--- config.mk ---
export PLATFORM = sky130hd
export DESIGN_NAME = mem_arbiter
export DESIGN_NICKNAME = d
export VERILOG_FILES = /design/src/rtl/mem_arbiter.sv
export SDC_FILE = /design/constraint.sdc
export NUM_CORES = 1
export LEC_CHECK = 0
export CORE_MARGIN = 1.5
export CORE_UTILIZATION = 41
export DETAILED_ROUTE_END_ITERATION = 8
export PLACE_DENSITY = 0.82
export SYNTH_ARGS = -nofsm -noshare
export SYNTH_HDL_FRONTEND = slang
export SYNTH_SLANG_ARGS = --single-unit
--- constraint.sdc ---
create_clock -name clk -period 2.4 [get_ports clk]
set_input_delay 0.36 -clock clk [delete_from_list [all_inputs] [get_ports clk]]
set_output_delay 0.36 -clock clk [all_outputs]
set_load 0.01 [all_outputs]
--- src/rtl/mem_arbiter.sv ---
// Two-client round-robin arbiter in front of a single-ported RAM.
// Each transaction runs IDLE -> WAIT -> DONE. The granted request is latched
// so the RAM-side address and data stay stable while the RAM works on it.
// A WAIT-cycle counter forces completion when the RAM never answers, and a
// sticky flag records that this happened.
module mem_arbiter #(
  parameter int AW      = 32,
  parameter int DW      = 32,
  parameter int TIMEOUT = 64   // legal range 2..255
) (
  input  logic          clk,
  input  logic          reset,

  input  logic [AW-1:0] c0Address,
  input  logic [AW-1:0] c1Address,
  input  logic [DW-1:0] c0WData,
  input  logic [DW-1:0] c1WData,
  input  logic          c0ReadReq,
  input  logic          c0WriteReq,
  input  logic          c1ReadReq,
  input  logic          c1WriteReq,

  output logic [DW-1:0] c0RData,
  output logic [DW-1:0] c1RData,
  output logic          c0ReadAck,
  output logic          c0WriteAck,
  output logic          c1ReadAck,
  output logic          c1WriteAck,

  output logic [AW-1:0] ramAddress,
  output logic [DW-1:0] ramOut,
  output logic          readReq,
  output logic          writeReq,
  input  logic [DW-1:0] ramValue,
  input  logic          readAck,
  input  logic          writeAck,

  output logic          busy,
  output logic          grant,
  output logic          timeoutErr
);

  typedef enum logic [1:0] {
    IDLE = 2'd0,
    WAIT = 2'd1,
    DONE = 2'd2
  } arbState;

  localparam logic [7:0] TIMEOUT_CNT = 8'(TIMEOUT);

  arbState       state;
  arbState       nextState;

  logic          pointer;      // client that wins when both request
  logic          opWrite;      // latched operation of the current transaction
  logic [7:0]    waitCnt;      // WAIT cycles elapsed in the current transaction
  logic [7:0]    waitCntInc;

  logic          c0Req;
  logic          c1Req;
  logic          anyReq;
  logic          pickClient;
  logic          pickWrite;
  logic [AW-1:0] pickAddress;
  logic [DW-1:0] pickWData;

  logic          ramHit;       // RAM ack of the type the transaction expects
  logic          timeoutHit;   // this WAIT cycle is the last one allowed
  logic          doGrant;
  logic          doFinish;

  assign c0Req  = c0ReadReq | c0WriteReq;
  assign c1Req  = c1ReadReq | c1WriteReq;
  assign anyReq = c0Req | c1Req;

  // Choose the client to serve: sole requester wins, a tie goes to the pointer.
  // A client raising both read and write is served as a write.
  // NOTE: every combinational output gets a default first so no path can leave
  // it unassigned and infer a latch.
  always_comb begin
    pickClient = 1'b0;
    if (c0Req && c1Req) begin
      pickClient = pointer;
    end else if (c1Req) begin
      pickClient = 1'b1;
    end
    pickWrite   = pickClient ? c1WriteReq : c0WriteReq;
    pickAddress = pickClient ? c1Address  : c0Address;
    pickWData   = pickClient ? c1WData    : c0WData;
  end

  assign waitCntInc = waitCnt + 8'd1;
  assign ramHit     = opWrite ? writeAck : readAck;
  assign timeoutHit = (waitCntInc == TIMEOUT_CNT);

  // Next-state logic; also flags the grant and completion events for the datapath.
  always_comb begin
    nextState = state;
    doGrant   = 1'b0;
    doFinish  = 1'b0;
    case (state)
      IDLE: begin
        if (anyReq) begin
          nextState = WAIT;
          doGrant   = 1'b1;
        end
      end
      WAIT: begin
        // An ack of the other type never matches ramHit, so it is ignored here.
        if (ramHit || timeoutHit) begin
          nextState = DONE;
          doFinish  = 1'b1;
        end
      end
      DONE: begin
        nextState = IDLE;
      end
      default: begin
        nextState = IDLE;
      end
    endcase
  end

  // State register.
  // NOTE: sequential state is written with non-blocking assignments so every
  // flop samples pre-edge values regardless of block evaluation order.
  always_ff @(posedge clk or negedge reset) begin
    if (!reset) begin
      state <= IDLE;
    end else begin
      state <= nextState;
    end
  end

  // Request latch, RAM request pulses and the WAIT counter.
  // NOTE: the latch is reset even though it only matters while busy, because
  // ramAddress, ramOut and grant must all read 0 during reset.
  always_ff @(posedge clk or negedge reset) begin
    if (!reset) begin
      grant      <= 1'b0;
      opWrite    <= 1'b0;
      ramAddress <= '0;
      ramOut     <= '0;
      readReq    <= 1'b0;
      writeReq   <= 1'b0;
      waitCnt    <= 8'd0;
    end else begin
      readReq  <= 1'b0;
      writeReq <= 1'b0;
      if (doGrant) begin
        grant      <= pickClient;
        opWrite    <= pickWrite;
        ramAddress <= pickAddress;
        ramOut     <= pickWData;
        readReq    <= ~pickWrite;
        writeReq   <= pickWrite;
        waitCnt    <= 8'd0;
      end else if (state == WAIT) begin
        waitCnt <= waitCntInc;
      end
    end
  end

  // Client completion: one-cycle ack, read data capture, sticky timeout flag,
  // and the round-robin pointer flip on the way back to IDLE.
  always_ff @(posedge clk or negedge reset) begin
    if (!reset) begin
      c0ReadAck  <= 1'b0;
      c0WriteAck <= 1'b0;
      c1ReadAck  <= 1'b0;
      c1WriteAck <= 1'b0;
      c0RData    <= '0;
      c1RData    <= '0;
      timeoutErr <= 1'b0;
      pointer    <= 1'b0;
    end else begin
      c0ReadAck  <= 1'b0;
      c0WriteAck <= 1'b0;
      c1ReadAck  <= 1'b0;
      c1WriteAck <= 1'b0;
      if (doFinish) begin
        // A forced read completion returns zero rather than whatever is on ramValue.
        case ({grant, opWrite})
          2'b00: begin
            c0ReadAck <= 1'b1;
            c0RData   <= ramHit ? ramValue : '0;
          end
          2'b01: c0WriteAck <= 1'b1;
          2'b10: begin
            c1ReadAck <= 1'b1;
            c1RData   <= ramHit ? ramValue : '0;
          end
          default: c1WriteAck <= 1'b1;
        endcase
        if (!ramHit) begin
          timeoutErr <= 1'b1;
        end
      end
      if (state == DONE) begin
        pointer <= ~pointer;
      end
    end
  end

  assign busy = (state != IDLE);

endmodule

* Yosys cells after proc, flatten, opt, wreduce, memory -nomap -nowiden
Index checks and enable logic that the tools add are counted.
Operators by class: add/subtract/negate cells 1, equality and inequality tests 7, mux-type cells 26, bitwise logic cells 6, reduce and logical (&&, ||, !) cells 11
Operators by type and width (number):
- $mux 32 | 3
- $mux 1 | 18
- $mux 8 | 2
- $add 8x1->8 const B | 1
- $eq 8x7->1 const B | 1
- $reduce_and 2->1 | 4
- $eq 2x1->1 const B | 2
- $eq 2x2->1 const B | 2
- $logic_not 2->1 | 2
- $mux 2 | 2
- $ne 2x2->1 const B | 2
- $pmux 2 s2 | 1
- $reduce_bool 2->1 | 2
- $not 1->1 | 3
- $or 1x1->1 | 3
- $reduce_or 3->1 | 1
- $logic_and 1x1->1 | 1
- $logic_or 1x1->1 | 1
Storage, ports and cells: register bits 148, input bits 168, output and inout bits 137

* Logic depth before layout (Yosys ltp)
depth after elaboration 6, depth in mapped cells 7, gate-level depth less buffers 6

* Least setup slack after synthesis
No wires, ideal clock.
kind register -> register, start point register waitCnt[0], end point register c1RData[10], arrival 1.991 ns, slack 0.288 ns, cell stages (with the launch flop) 8, path buffers 1, cell sequence dfrtp_1 ha_1 nand3_1 or4_4 a211oi_4 o21bai_2 buf_2 a22o_1
Between the ends: cells in the longest elaborated chain, start to end 6
Ends and longest elaborated chain:
- start: declaration | RTL line 56 | logic [7:0] waitCnt;
- start signal: assignment | RTL line 159 | waitCnt <= waitCntInc;
- $add 8x1->8 | RTL line 92 | assign waitCntInc = waitCnt + 8'd1;
- $eq 8x7->1 | RTL line 94 | assign timeoutHit = (waitCntInc == TIMEOUT_CNT);
- $logic_or 1x1->1 | RTL line 110 | if (ramHit || timeoutHit) begin
- $mux 1 | RTL line 110
- $mux 1 | RTL line 101 | case (state)
- $reduce_and 2->1 (no line)
- end signal: assignment | RTL line 191 | c1RData <= ramHit ? ramValue : '0;
- end: declaration | RTL line 24 | output logic [DW-1:0] c1RData,
No other way between the ends. A chain may end at the register's enable or synchronous reset.

* Worst setup path after layout
start point register waitCnt[1], end point register c1RData[13]
The elaborated chain is that of the path after synthesis.

==> run metrics <==
initial DRC count between 200 and 300; setup bufs post-CTS 0; Max Fclk 447 MHz; Synthesized Nets 697; setup violators final 0; Yosys top cell by area dfrtp_1; hpwl dp 13700 um; share of cells above drive strength 1 under 10%; Gate power share 45.8%; Worst Hold Class register to register; Tmin final 2.24 ns; chip height 125 um; drt wl/cell 17.7 um; first drt pass iteration count 4; total number of vias about 5400; largest net degree at the start of global routing 62; Top delay family on crit path compound AO/OA/AOI/OAI gates; post-synthesis register bit count 148; FILL cells a little over 1000; Design Area, Final 0.0101 mm^2; die width 125 um; Routed Antenna Nets 0; P_sw 4.36 mW; register area share after synthesis 60.3%; Post-synth EDFFs 0; htree depth 4; CTS clk-pin slew, worst paths 0.06 ns; dominant synthesized flop cell dfrtp_1; mapped cell area 0.00614 mm^2; Rows 44; CP Launch Type register; Mapped Cells 528; final hold slack 0.478 ns; pins over their slew limit 0; Worst path max stage delay 0.47 ns; Pint 8.39 mW; vias in the first global route 5495; Clock Skew between 0.005 and 0.006 ns; most frequent cells in the layout clkdlybuf4s50_1 (303), dfrtp_1 (147), o21ai_0 (78); root buf cell clkbuf_16; Syn Area/Cell 11.6 um^2; core area 0.0146 mm^2; Slowest cell on crit path or4_4; Pwr Density about 1300 mW/mm^2; worst slew pin tran ~0.8 ns; DRC Markers 0; final worst slack 0.161 ns; Final Hold Viols 0; CP max FO 33; grt ovf 0; GPL Wtd Cong roughly 0.89; CTS buffer count 17; Crit. End Element register; area of the die roughly 0.016 mm^2; Starting Density between 40% and 50%; first-pass GRT wire length 29100 um; crit path cell chain ha_2, nand3_1, or4_4, a211oi_4, o21bai_2, buf_12, a22o_1; Sw Ratio between 30% and 40%; clock buffer depth 2; most common library cell in the layout ignoring fill and taps clkdlybuf4s50_1; max-cap viol count 0; Buf/Inv on CP 1; Yosys Warn Count 0; FF+latch area 0.00370 mm^2; final worst-path cycle share between 90 and 100%; crit path DAT 2.54 ns; Worst-Skew Late Latency approximately 0.42 ns; share of the synthesized area in the top cell type 60.3%; required time worst endpoint ~2.7 ns; outcome completed; RSZ-0062 raised after global routing false; I/O pin count just over 300; Area after DPL 0.00949 mm^2; CTS tree yes; worst slack, placed -0.131 ns; Placed Cells 995; max_slew headroom 45.0%; clock net sink count 148; initial antenna violation count 0; Multi-input gate area 0.00229 mm^2; fraction of registers with async set or reset after synthesis 100%; total wire length 18200 um; Leak Pwr 4.46 nW; Synth cell types 41; # diodes 0; PortBufs between 300 and 400; VDD IR-drop max 0.519 mV; Finished Layout Cells 1027; Synth area leaders dfrtp_1 (60%), mux2i_1 (11%), a22o_1 (9.1%); share of power burned in registers 34.0%; GRT Total Usage 23.7%; crit path kind register to register; Layout Nets 1000; Area Overhead vs Synth 64.1%; DR vias/cell 5.22; Pwr Total 12.7 mW; clock power share between 20% and 30%
==> logic make-up after synthesis <==
logic type	count (synthesis)	share of synthesized area, %
AOI/OAI and AO/OA	165	18.5
xor gates and xnor gates	1	0.143
adders and majority gates	1	0.204
buffers and inverters	43	2.93
DFF	148	60.3
muxes	65	10.6
and+or+nand+nor	105	7.33
==> cells in the mapped netlist, drive strengths merged (2+ instances only) <==
| master | n |
|---|---|
| a22o | 64 |
| inv | 4 |
| and3 | 3 |
| and2 | 2 |
| nand2b | 3 |
| buf | 15 |
| or2 | 2 |
| nand3 | 3 |
| mux2i | 65 |
| a21oi | 4 |
| nor4 | 2 |
| nand2 | 74 |
| clkbuf | 24 |
| nor2 | 10 |
| a211oi | 2 |
| o211ai | 2 |
| dfrtp | 148 |
| o21ai | 80 |
| o31ai | 2 |
| o41ai | 2 |
| o2111a | 2 |
| a31oi | 2 |
==> what timing repair did <==
action                                 CTS  global route
setup endpoints to repair                0            64
gates resized for setup                  0             2
hold buffers                             1             0
endpoints found under the hold margin   58             0
==> power groups by stage <==
stage	sequential, mW	clock (mW)	combinational [mW]
after floorplan	4.72	0	2.13
after global placement	4.30	0	5.70
after detailed placement	4.34	0	5.88
after CTS	4.32	2.63	5.91
after global routing	4.46	2.75	6.27
final	4.33	2.58	5.83
==> worst paths after layout <==
kind | slack (ns) | cells after the start | endpoint | start
worst max-delay path | 0.16 | 7 | c1RData[13] | waitCnt[1]
min in group asynchronous | 0.50 | 2 | c0RData[6] | reset
worst max register to register | 0.16 | 7 | c1RData[13] | waitCnt[1]
worst min register to register | 0.48 | 2 | ramOut[9] | ramOut[9]
worst min-delay path | 0.48 | 2 | ramOut[9] | ramOut[9]
max in group asynchronous | 1.24 | 3 | waitCnt[0] | reset
==> registers in the layout, indices dropped and copies added, names as in the netlist <==
register    count
c0ReadAck       1
timeoutErr      1
waitCnt         8
writeReq        1
c0RData        32
state           2
c0WriteAck      1
readReq         1
opWrite         1
grant           1
ramAddress     32
ramOut         32
c1WriteAck      1
c1ReadAck       1
pointer         1
c1RData        32
==> layer usage <==
| layer | global-route usage, % | vias up | share of wire [%] | routed length [um] |
|---|---|---|---|---|
| li1 | - | 2506 | - | - |
| met1 | 28.6 | 2566 | 40 | 7350 |
| met2 | 40.5 | 248 | 50 | 9150 |
| met3 | 5.95 | 37 | 6.3 | 1150 |
| met4 | 10.2 | 0 | 3.1 | 570 |
| met5 | 0 | - | 0 | 0 |
==> area by class of cell <==
cell class	instances	area share, %
Clock inverter	12	1.30
Clock buffer	19	4.39
Timing Repair Buffer	323	32.4
Inverter	4	0.149
Sequential cell	148	36.8
Tap cell	184	2.28
Multi-Input combinational cell	337	22.7
==> metrics by stage <==
step | setup TNS, ns | utilization, %
finish | 0 | 69.1
global route | 0 | 69.1
CTS | 0 | 69.0
detailed placement | -3.51 | 65.0
global placement | 0 | 65.0
floorplan | 0 | -
==> tightest hold or removal path: cells and delay by family (launching register included) <==
family | cells | cell delay [ns]
simple gates | 1 | 0.05
compound gates | 1 | 0.06
flops | 1 | 0.33
Note: power is estimated with default switching activity, not from simulation.
